File: src/rtl/testport_writer.sv
// -----------------------------------------------------------------------------
// testport_writer
//
// Writes a result sequence to the simulation test port. A sequence is a
// BEGIN_SYMBOL write, then the buffered result words in push order, then an
// END_SYMBOL write. Every write goes to TEST_PORT and is held for as long as
// stall_i is high. Each write is followed by at least one cycle with write
// enable low, so a monitor that filters stalls sees each write exactly once.
//
// Ports
//   clk_i          clock; all state changes on the rising edge
//   rst_i          synchronous, active-high reset
//   start_i        one-cycle pulse that begins a sequence (honoured in IDLE only)
//   push_valid_i   a result word is offered
//   push_data_i    the offered result word
//   push_ready_o   the word is taken on an edge with push_valid_i & push_ready_o
//   done_req_i     pulse: no further words will be pushed
//   stall_i        bus stall; a write completes on an edge with wen_o & ~stall_i
//   addr_o         TEST_PORT while wen_o is high, otherwise 0
//   data_o         write data while wen_o is high, otherwise 0
//   wen_o          write enable
//   busy_o         high in every state except IDLE and DONE
//   sent_cnt_o     completed data-word writes (symbols excluded), saturating
//   finish_o       high in DONE
// -----------------------------------------------------------------------------
module testport_writer #(
    parameter logic [29:0] TEST_PORT    = 30'h3FF,
    parameter logic [31:0] BEGIN_SYMBOL = 32'h0000_0168,
    parameter logic [31:0] END_SYMBOL   = 32'h0000_0D5D,
    parameter int unsigned FIFO_DEPTH   = 4,
    parameter int unsigned CNT_W        = 12
) (
    input  logic             clk_i,
    input  logic             rst_i,
    input  logic             start_i,
    input  logic             push_valid_i,
    input  logic [31:0]      push_data_i,
    output logic             push_ready_o,
    input  logic             done_req_i,
    input  logic             stall_i,
    output logic [29:0]      addr_o,
    output logic [31:0]      data_o,
    output logic             wen_o,
    output logic             busy_o,
    output logic [CNT_W-1:0] sent_cnt_o,
    output logic             finish_o
);

    localparam int unsigned      PTR_W    = $clog2(FIFO_DEPTH);
    localparam logic [PTR_W:0]   CNT_FULL = (PTR_W+1)'(FIFO_DEPTH);

    typedef enum logic [2:0] {
        S_IDLE     = 3'd0,
        S_WR_BEGIN = 3'd1,
        S_GAP      = 3'd2,
        S_WR_DATA  = 3'd3,
        S_WAIT     = 3'd4,
        S_WR_END   = 3'd5,
        S_DONE     = 3'd6
    } state_e;

    state_e            state_q, state_d;
    logic [31:0]       mem_q [FIFO_DEPTH];
    logic [PTR_W-1:0]  rd_ptr_q, wr_ptr_q;
    logic [PTR_W:0]    count_q;
    logic              end_pending_q, end_pending_d;
    logic [CNT_W-1:0]  sent_cnt_q;
    logic              wen_q, wen_d;
    logic [29:0]       addr_q, addr_d;
    logic [31:0]       data_q, data_d;

    logic              full_s, empty_s, push_s, pop_s;

    assign full_s  = (count_q == CNT_FULL);
    assign empty_s = (count_q == '0);
    // Decoded from registered state only; no path from any input.
    assign push_ready_o = ~full_s & ~end_pending_q & (state_q != S_DONE);
    assign push_s       = push_valid_i & push_ready_o;
    // A data write completes (and the head is consumed) only when not stalled.
    assign pop_s        = (state_q == S_WR_DATA) & ~stall_i;

    // Next-state logic of the write sequencer.
    always_comb begin
        state_d = state_q;
        case (state_q)
            S_IDLE: begin
                if (start_i) state_d = S_WR_BEGIN;
                else         state_d = S_IDLE;
            end
            S_WR_BEGIN: begin
                if (!stall_i) state_d = S_GAP;
                else          state_d = S_WR_BEGIN;
            end
            S_WR_DATA: begin
                if (!stall_i) state_d = S_GAP;
                else          state_d = S_WR_DATA;
            end
            // count_q excludes a push on this edge, so a new word is never
            // written in the cycle right after it was pushed.
            S_GAP, S_WAIT: begin
                if (!empty_s)           state_d = S_WR_DATA;
                else if (end_pending_q) state_d = S_WR_END;
                else                    state_d = S_WAIT;
            end
            S_WR_END: begin
                if (!stall_i) state_d = S_DONE;
                else          state_d = S_WR_END;
            end
            S_DONE:  state_d = S_DONE;
            default: state_d = S_IDLE;
        endcase
    end

    // Bus outputs for the coming cycle, derived from the next state. Under a
    // stall the state and FIFO head are unchanged, so the write is re-driven.
    always_comb begin
        wen_d  = 1'b0;
        data_d = 32'h0000_0000;
        addr_d = 30'h0;
        case (state_d)
            S_WR_BEGIN: begin wen_d = 1'b1; data_d = BEGIN_SYMBOL;    end
            S_WR_DATA:  begin wen_d = 1'b1; data_d = mem_q[rd_ptr_q]; end
            S_WR_END:   begin wen_d = 1'b1; data_d = END_SYMBOL;      end
            default:    begin wen_d = 1'b0; data_d = 32'h0000_0000;   end
        endcase
        if (wen_d) addr_d = TEST_PORT;
        else       addr_d = 30'h0;
    end

    // end_pending: set by done_req outside DONE, cleared on entry to DONE.
    always_comb begin
        end_pending_d = end_pending_q;
        if (state_q == S_DONE)      end_pending_d = 1'b0;
        else if (state_d == S_DONE) end_pending_d = 1'b0;
        else if (done_req_i)        end_pending_d = 1'b1;
        else                        end_pending_d = end_pending_q;
    end

    // Sequencer state, bus output registers and end_pending flag.
    always_ff @(posedge clk_i) begin
        if (rst_i) begin
            state_q       <= S_IDLE;
            wen_q         <= 1'b0;
            addr_q        <= 30'h0;
            data_q        <= 32'h0000_0000;
            end_pending_q <= 1'b0;
        end else begin
            state_q       <= state_d;
            wen_q         <= wen_d;
            addr_q        <= addr_d;
            data_q        <= data_d;
            end_pending_q <= end_pending_d;
        end
    end

    // FIFO pointers and occupancy; depth is a power of two so pointers wrap.
    always_ff @(posedge clk_i) begin
        if (rst_i) begin
            rd_ptr_q <= '0;
            wr_ptr_q <= '0;
            count_q  <= '0;
        end else begin
            if (push_s) wr_ptr_q <= wr_ptr_q + PTR_W'(1);
            if (pop_s)  rd_ptr_q <= rd_ptr_q + PTR_W'(1);
            case ({push_s, pop_s})
                2'b10:   count_q <= count_q + (PTR_W+1)'(1);
                2'b01:   count_q <= count_q - (PTR_W+1)'(1);
                default: count_q <= count_q;
            endcase
        end
    end

    // FIFO storage; contents are don't-care until written.
    always_ff @(posedge clk_i) begin
        if (push_s) mem_q[wr_ptr_q] <= push_data_i;
    end

    // Completed data-word writes, saturating at all-ones.
    always_ff @(posedge clk_i) begin
        if (rst_i)                                        sent_cnt_q <= '0;
        else if (pop_s && (sent_cnt_q != {CNT_W{1'b1}})) sent_cnt_q <= sent_cnt_q + CNT_W'(1);
        else                                              sent_cnt_q <= sent_cnt_q;
    end

    assign addr_o     = addr_q;
    assign data_o     = data_q;
    assign wen_o      = wen_q;
    assign sent_cnt_o = sent_cnt_q;
    assign busy_o     = (state_q != S_IDLE) && (state_q != S_DONE);
    assign finish_o   = (state_q == S_DONE);

endmodule
File: config.mk
export PLATFORM = sky130hd
export DESIGN_NAME = testport_writer
export DESIGN_NICKNAME = d
export VERILOG_FILES = /design/src/rtl/testport_writer.sv
export SDC_FILE = /design/constraint.sdc
export NUM_CORES = 1
export LEC_CHECK = 0
export ABC_CLOCK_PERIOD_IN_PS = 3600
export BUFFER_PORTS_ARGS = -buffer_cell sky130_fd_sc_hd__buf_2
export CORE_MARGIN = 4
export CORE_UTILIZATION = 40
export CTS_BUF_LIST = sky130_fd_sc_hd__clkbuf_4
export CTS_CLUSTER_DIAMETER = 150
export DETAILED_ROUTE_END_ITERATION = 6
export GPL_TIMING_DRIVEN = 0
export PLACE_DENSITY = 0.59
export SLEW_MARGIN = 10
export SYNTH_ARGS = -nofsm -noshare
export SYNTH_HDL_FRONTEND = slang
export SYNTH_SLANG_ARGS = --single-unit
File: constraint.sdc
create_clock -name clk_i -period 3.6 [get_ports clk_i]
set_clock_uncertainty 0.15 [all_clocks]
set_input_delay 0.18 -clock clk_i [delete_from_list [all_inputs] [get_ports clk_i]]
set_output_delay 0.18 -clock clk_i [all_outputs]
set_load 0.02 [all_outputs]
==> results.toml, run 1 <==
[grt]
grt_max_degree = 24
grt_pass1_wl_um = 22100
grt.total_usage = 0.143
grt_pass1_vias = 4137
grt_antenna_before_repair = 0
gr-total-overflow = 0

[yosys]
synth_area_um2 = 7140
synth_sequential_area_ratio = 0.701
yosysTopAreaCellShare = 0.538
ys_top_cells_by_area = "edfxtp_1 54%, dfxtp_1 16%, mux4_2 10%"
avgSynthCellArea_um2 = 16.4
synthesis.instances = 436
synth_commonest_cells = "128 x edfxtp_1, 58 x dfxtp_1, 32 x mux4_2"
yosysTopAreaCell = "edfxtp_1"
yosysMostFrequentCell = "edfxtp_1"
ys_async_sr_fraction = 0
synthFlopType = "edfxtp_1"
ys_ff_latch = 186
synth-edff-count = 128
yosysWarnings = 0
synth_cell_types = 50

[final_layout]
drive_gt1_frac = 0.338
n_fill_cell = 1536
antenna_cells = 0
utilization = 0.503
multiInputGateArea_um2 = 1830
area_growth_pct = 22.6
ff_latch_area_um2 = 5000
fin_cells = 850
fin_nets = 657

[sta]
fin_ws_ps = 1010
fin_crit_ps = 2590
worst_slew_pin_slew_ps = 725
fmax_ghz = 0.386
fin_tns_setup_ps = 0
setup_viol = 0
rsz0062_at_grt = "false"
slew_violations = 0
hold_violations = 0
post-route-period-util = 0.719
max_slew_margin = 0.516

[placement]
dp_hpwl_um = 9130
pre_cts_ws_ps = 1030
dp_cells = 779
portBuffers = 95
gp_congestion = 0.785

[clock_network]
cts_buffers = 17
clockRootBuffer = "clkbuf_4"
post-cts-setup-buffer-count = 0
htree_levels = 4
path_clk_slew_ps = 170
clkSinkCount = 186
clk_path_buf_depth = 2
clock_latency_ps = 560
cts_tree = "done"

[setup_path]
reg2reg_depth = 9
startpoint_type = "flip-flop"
r2r_start = "state_q[0]"
startpoint = "state_q[0]"
endpoint = "count_q[2]"
crit_arrival_ps = 2910
cp.required_ps = 3920
worstSetupPathType = "flip-flop to flip-flop"
cp-end-kind = "flip-flop"
reg2reg_to = "count_q[2]"
reg2reg_slack_ps = 1010
cp_max_fo = 8

[detailed_routing]
drc = 0
vias_per_cell = 4.78
drtAntennaViolNets = 0
routed_wl_um = 13700
drtIter0Drc = 230
top_layer = "met4"
vias = 4059
routedWlPerCell_um = 16.2
first_pass_iters = 4
dr_wl_met2_um = 6910
wl_met3_um = 753
wl_met1_um = 5970

[floorplan]
pin_count = 116
die_area_um2 = 20100
initial_core_util = 0.410
die_w_um = 142
row_count = 48
die_h_um = 142
design.core.area_um2 = 17400

[power]
total_power_mw = 3.91
leakagePower_nw = 3.28
ir_drop_mv = 0.335
p_per_area_nw_per_um2 = 446

[outcome]
status = "finished, final reports clean"

[run]
maxCapViolations = 0

[hold_path]
hold_class = "primary input to flip-flop"
==> registers in the layout, summed over array words and instances (netlist names), named ones only <==
| register | cells |
|---|---|
| state_q | 3 |
| addr_o | 1 |
| mem_q | 128 |
| rd_ptr_q | 2 |
| count_q | 3 |
| end_pending_q | 1 |
| wr_ptr_q | 2 |
| sent_cnt_o | 12 |
| data_o | 32 |
==> layout by cell type, fill, tap and decap left out, types with 3 or more instances in the layout <==
cell,Yosys,routed
o21ai_0,16,16
nor2b_1,26,26
conb_1,1,20
edfxtp_1,128,128
nor2_1,17,17
xor2_1,4,4
nor3_1,3,3
clkbuf_1,8,8
mux2i_1,3,3
inv_1,18,18
buf_16,0,3
buf_2,6,101
clkbuf_4,0,18
nand2b_1,4,4
and2_2,0,4
xnor2_1,4,4
nand3_1,6,6
or3_1,5,5
clkinv_4,0,3
buf_4,30,30
nand2_1,7,7
clkinv_8,0,3
dlygate4sd3_1,0,39
ha_1,6,6
mux4_2,32,32
a21oi_1,13,13
inv_8,0,5
dfxtp_1,58,58
==> critical path, cell delays in order, from the launching register on <==
cell and delay (ps):
dfxtp_1 520, and3b_1 270, nor4b_4 470, inv_1 90, ha_1 240, inv_1 70, fa_1 180, xor2_1 80
or3_1 310, a21oi_1 140
==> repair_timing <==
action                                 CTS  global route
resized for setup                        0             0
endpoints found under the hold margin  142             0
hold buffers                            39             0
==> per-stage QoR <==
step                hold slack (ps)  area [um^2]
floorplan                       129         7220
global placement                240         7970
detailed placement              248         8080
CTS                             153         8760
global route                    142         8760
finish                          212         8760
==> how the worst min path moves through the flow <==
stage               startpoint           end  cells after the start
2_1_floorplan   push_data_i[0]   mem_q[0][0]                      0
3_3_place_gp   push_data_i[17]  mem_q[2][17]                      1
3_5_place_dp    push_data_i[6]   mem_q[0][6]                      1
4_1_cts        push_data_i[15]  mem_q[2][15]                      2
5_1_grt        push_data_i[23]  mem_q[1][23]                      2
6_report       push_data_i[23]  mem_q[3][23]                      2
==> power breakdown <==
part,internal [mW],switching [mW]
combinational,0.188,0.215
clock,0.326,0.779
sequential,2.37,0.0325
==> area by class of cell <==
cell class	instances	area share
tap	225	0.0321
inverter	19	0.00828
sequential	186	0.571
multi-input combinational	203	0.209
buffer	47	0.0356
clock inverter	14	0.0177
clock buffer	18	0.0154
timing repair buffer	138	0.111
==> cells by family after synthesis <==
kind of cell / Yosys count / share of synthesized area
simple gates: 87 / 0.0758
fa+ha+maj: 7 / 0.0133
mux: 37 / 0.108
xor+xnor: 8 / 0.00981
flops: 186 / 0.701
other cells: 1 / 0.000525
compound gates: 44 / 0.0380
buf+inv: 66 / 0.0538
==> per-layer routing <==
metal,track usage,vias to the layer above
li1,-,1941
met1,0.183,2010
met2,0.244,101
met3,0.0411,7
met4,0.0303,0
met5,0,-
No activity file was read; power rests on OpenSTA's default activity.
==> run 2, diff against run 1 <==
--- a/config.mk
+++ b/config.mk
@@ -5,7 +5,7 @@
 export SDC_FILE = /design/constraint.sdc
 export NUM_CORES = 1
 export LEC_CHECK = 0
-export ABC_CLOCK_PERIOD_IN_PS = 3600
+export ABC_CLOCK_PERIOD_IN_PS = 2200
 export BUFFER_PORTS_ARGS = -buffer_cell sky130_fd_sc_hd__buf_2
 export CORE_MARGIN = 4
 export CORE_UTILIZATION = 40
@@ -13,7 +13,7 @@
 export CTS_CLUSTER_DIAMETER = 150
 export DETAILED_ROUTE_END_ITERATION = 6
 export GPL_TIMING_DRIVEN = 0
-export PLACE_DENSITY = 0.59
+export PLACE_DENSITY = 0.61
 export SLEW_MARGIN = 10
 export SYNTH_ARGS = -nofsm -noshare
 export SYNTH_HDL_FRONTEND = slang
==> constraint.sdc (replaced) <==
create_clock -name clk_i -period 2.2 [get_ports clk_i]
set_clock_uncertainty 0.15 [all_clocks]
set_input_delay 0.11 -clock clk_i [delete_from_list [all_inputs] [get_ports clk_i]]
set_output_delay 0.11 -clock clk_i [all_outputs]
set_load 0.02 [all_outputs]
==> results.toml, run 2 (synthesis results as in run 1) <==
[outcome]
status = "finished with violations"
violations = "negative setup slack"

[final_layout]
fin_cells = 856
mostFrequentLayoutCells = "128 x edfxtp_1, 101 x buf_2, 55 x dfxtp_1, 38 x dlygate4sd3_1, 37 x buf_4"
layout_commonest_cell = "edfxtp_1"
antenna_cells = 0
n_fill_cell = 1513
largest_register = "mem_q"
fin_nets = 663
drive_gt1_frac = 0.366
ff_latch_area_um2 = 5010
area_growth_pct = 23.2
largest_reg_flops = 128
fin_area_um2 = 8800
multiInputGateArea_um2 = 1900

[sta]
hold_violations = 0
fin_ws_ps = -53.5
post-route-period-util = 1.02
max_slew_margin = 0.533
slew_violations = 0
fin_crit_ps = 2250
fmax_ghz = 0.444
fin_worst_hold_slack_ps = 136
fin_tns_setup_ps = -53.5
setup_viol = 1
worst_slew_pin_slew_ps = 700
rsz0062_at_grt = "true"

[setup_path]
path_cells = "nor3b_4, nor4b_4, inv_1, ha_2, inv_2, fa_2, xor2_1, or3_1, a21oi_2"
critPathMaxStageDelay_ps = 420
r2r_start = "count_q[2]"
startpoint_type = "flip-flop"
cp-end-kind = "flip-flop"
path_buf_inv = 2
startpoint = "count_q[2]"
cp.required_ps = 2520
cp_top_family = "simple AND/OR/NAND/NOR gates"
crit_arrival_ps = 2580
crit_path_top_delay_cell = "dfxtp_1"
cp_max_fo = 5
worstSetupPathType = "flip-flop to flip-flop"

[grt]
grt_antenna_before_repair = 0
gr-total-overflow = 0
grt.total_usage = 0.137
grt_pass1_vias = 4037
grt_pass1_wl_um = 21100
grt_max_degree = 33

[floorplan]
die_area_um2 = 20100
pin_count = 116
die_w_um = 142
design.core.area_um2 = 17400
row_count = 48
initial_core_util = 0.410
die_h_um = 142

[detailed_routing]
vias = 4116
first_pass_iters = 4
vias_per_cell = 4.81
drtAntennaViolNets = 0
routed_wl_um = 14100
routedWlPerCell_um = 16.5
drtIter0Drc = 191
drc = 0

[power]
p_per_area_nw_per_um2 = 745
cellInternalPower_mw = 4.92
combPwrFrac = 0.102
p_sw_frac = 0.250
seq_power_share = 0.599
power_frac_clock = 0.299
ir_drop_mv = 0.491
switchingPower_mw = 1.64
leakagePower_nw = 3.31

[clock_network]
htree_levels = 4
cts_tree = "done"
clkSinkCount = 186
clockRootBuffer = "clkbuf_4"
cts_buffers = 17
clock_latency_ps = 550
path_clk_slew_ps = 170
clk_path_buf_depth = 2

[hold_path]
hold_class = "primary input to flip-flop"
worstHoldStart = "push_data_i[19]"

[placement]
dpl_cell_area_um2 = 7990
portBuffers = 95
dp_cells = 775
dp_hpwl_um = 8410
gp_congestion = 0.782

[run]
maxCapViolations = 0
[run 2: worst register-to-register path, cell delays in order (launching register included)]
cell     delay, ps
dfxtp_1        420
nor3b_4        290
nor4b_4         90
inv_1           70
ha_2           180
inv_2           40
fa_2           340
xor2_1         160
or3_1          340
a21oi_2        120
[run 2: worst paths after layout]
check / end / slack (ps) / cells past startpoint
worst min register to register: sent_cnt_o[6] / 370 / 2
worst max-delay path: count_q[2] / -50 / 9
worst min-delay path: mem_q[3][19] / 140 / 2
worst max register to register: count_q[2] / -50 / 9
[run 2: layout make-up]
| class | count | area share |
|---|---|---|
| sequential | 186 | 0.569 |
| timing repair buffer | 140 | 0.103 |
| clock buffer | 18 | 0.0153 |
| buffer | 47 | 0.0357 |
| tap | 225 | 0.0320 |
| clock inverter | 14 | 0.0200 |
| inverter | 19 | 0.00824 |
| multi-input combinational | 207 | 0.216 |
[run 2: what timing repair did]
action / in CTS / in global routing
buffers inserted: 7 / 0
hold buffers: 38 / 0
endpoints found under the setup margin: 150 / 135
pin swaps: 6 / 7
hold endpoints to repair: 145 / 0
gates resized for setup: 10 / 8
cloned: 0 / 4
[run 2: metrics by stage]
step            util  setup slack [ps]  total power, mW
2_1_floorplan      -              -106             4.39
3_3_place_gp   0.459              -432             4.57
3_5_place_dp   0.459              -487             4.59
4_1_cts        0.503             -51.6             6.60
5_1_grt        0.505              -149             6.86
6_report       0.505             -53.5             6.56
[run 2: power groups by stage]
stage | logic, mW | clock network (mW) | registers [mW]
global placement | 0.568 | 0 | 4.00
floorplan | 0.365 | 0 | 4.03
CTS | 0.652 | 2.02 | 3.93
detailed placement | 0.580 | 0 | 4.01
finish | 0.670 | 1.96 | 3.93
global route | 0.730 | 2.18 | 3.94
[run 2: layer usage]
layer	GRT usage	wire length [um]	up-vias
met5	0	0	-
met4	0.0384	162	0
met3	0.0381	1060	13
met2	0.234	6980	142
met1	0.172	5940	2007
li1	-	-	1954
==> run 3, diff against run 2 <==
--- a/config.mk
+++ b/config.mk
@@ -8,12 +8,13 @@
 export ABC_CLOCK_PERIOD_IN_PS = 2200
 export BUFFER_PORTS_ARGS = -buffer_cell sky130_fd_sc_hd__buf_2
 export CORE_MARGIN = 4
-export CORE_UTILIZATION = 40
+export CORE_UTILIZATION = 34
 export CTS_BUF_LIST = sky130_fd_sc_hd__clkbuf_4
 export CTS_CLUSTER_DIAMETER = 150
 export DETAILED_ROUTE_END_ITERATION = 6
 export GPL_TIMING_DRIVEN = 0
-export PLACE_DENSITY = 0.61
+export PLACE_DENSITY = 0.54
+export SKIP_LAST_GASP = 1
 export SLEW_MARGIN = 10
 export SYNTH_ARGS = -nofsm -noshare
 export SYNTH_HDL_FRONTEND = slang
==> results.toml, run 3 (synthesis results as in run 1) <==
[final_layout]
mostFrequentLayoutCells = "128 x edfxtp_1, 101 x buf_2, 52 x dfxtp_1, 39 x buf_4, 38 x dlygate4sd3_1"
layout_commonest_cell = "edfxtp_1"
ff_latch_area_um2 = 5010
antenna_cells = 0
multiInputGateArea_um2 = 1890
fin_nets = 663
area_growth_pct = 23.4
n_fill_cell = 1914
drive_gt1_frac = 0.371
largest_register = "mem_q"
fin_cells = 901
largest_reg_flops = 128

[detailed_routing]
drc = 0
drtIter0Drc = 177
drtAntennaViolNets = 0
first_pass_iters = 4
routedWlPerCell_um = 16.0
vias = 4117
vias_per_cell = 4.57
routed_wl_um = 14400

[clock_network]
path_clk_slew_ps = 160
clk_path_buf_depth = 2
cts_buffers = 17
clockRootBuffer = "clkbuf_4"
cts_tree = "done"
clkSinkCount = 186
htree_levels = 4
clock_latency_ps = 560

[sta]
fin_worst_hold_slack_ps = 139
post-route-period-util = 1.01
hold_violations = 0
fin_ws_ps = -23.2
max_slew_margin = 0.549
fin_crit_ps = 2220
fin_tns_setup_ps = -283
slew_violations = 0
fmax_ghz = 0.450
setup_viol = 37
worst_slew_pin_slew_ps = 676
rsz0062_at_grt = "true"

[setup_path]
path_buf_inv = 3
cp_max_fo = 5
crit_arrival_ps = 2580
crit_path_top_delay_cell = "dfxtp_2"
cp-end-kind = "flip-flop"
path_cells = "nor3b_4, nor4b_4, buf_6, inv_2, ha_4, inv_2, fa_2, xor2_1, or3_1, a21oi_2"
cp_top_family = "simple AND/OR/NAND/NOR gates"
cp.required_ps = 2550
crit_top_cell = "inv_2"
worstSetupPathType = "flip-flop to flip-flop"
startpoint_type = "flip-flop"
critPathMaxStageDelay_ps = 390

[hold_path]
hold_class = "primary input to flip-flop"

[outcome]
status = "finished with violations"
violations = "negative setup slack"

[floorplan]
die_area_um2 = 23400
die_w_um = 153
pin_count = 116
row_count = 52
design.core.area_um2 = 20400
die_h_um = 153
initial_core_util = 0.350

[placement]
gp_congestion = 0.780
portBuffers = 95
dp_cells = 820
dp_hpwl_um = 9020

[power]
ir_drop_mv = 0.345
p_per_area_nw_per_um2 = 718
leakagePower_nw = 3.29
total_power_mw = 6.33

[run]
maxCapViolations = 0

[grt]
grt_antenna_before_repair = 0
grt_max_degree = 33
grt_pass1_vias = 4329
grt.total_usage = 0.123
gr-total-overflow = 0
grt_pass1_wl_um = 22400
-- run 3: cell count changes in the layout (fill, tap and decap cells not counted), moves of 2 or more --
cell,delta
dfxtp_1,-3
clkinv_2,+3
inv_8,-4
and2_4,-3
dfxtp_2,+3
buf_4,+2
-- run 3: where the power goes --
group          switching, mW  internal, mW
sequential            0.0548          3.87
clock                   1.14         0.596
combinational          0.361         0.309
total                   1.55          4.78
-- run 3: worst paths after layout --
kind,depth (start not counted),from,slack (ps),end
min reg2reg,2,sent_cnt_o[6],360,sent_cnt_o[6]
max reg2reg,10,count_q[0],-20,count_q[2]
max,10,count_q[0],-20,count_q[2]
min,2,push_data_i[22],140,mem_q[0][22]
-- run 3: per-stage QoR --
| step | util | setup slack, ps | instance area (um^2) |
|---|---|---|---|
| floorplan | - | -106 | 7230 |
| global placement | 0.394 | -464 | 8040 |
| detailed placement | 0.394 | -476 | 8040 |
| CTS | 0.430 | -71.7 | 8780 |
| global route | 0.432 | -150 | 8820 |
| finish | 0.432 | -23.2 | 8820 |
-- run 3: final cells by class --
cell class,instances,area share
sequential,186,0.569
tap,270,0.0383
clock buffer,19,0.0162
clock inverter,13,0.0132
timing repair buffer,143,0.106
inverter,19,0.00823
multi-input combinational,204,0.214
buffer,47,0.0356
-- run 3: worst register-to-register path, stage by stage (launching register included) --
cell	delay, ps
dfxtp_2	390
nor3b_4	280
nor4b_4	80
buf_6	140
inv_2	60
ha_4	120
inv_2	30
fa_2	320
xor2_1	160
or3_1	320
a21oi_2	110
-- run 3: metal layers --
layer	up-vias	part of all wire	GRT usage	wire (um)
met4	0	0.010	0.0305	149
met3	14	0.058	0.0424	842
li1	1952	-	-	-
met2	134	0.50	0.214	7170
met5	-	0	0	0
met1	2017	0.43	0.148	6250
-- run 3: repair_timing --
action	4_1_cts	5_1_grt
resized for setup	14	6
setup endpoints to repair	151	159
pin swaps	6	4
cloned	0	1
setup buffers	8	2
endpoints found under the hold margin	144	0
hold buffers	38	0
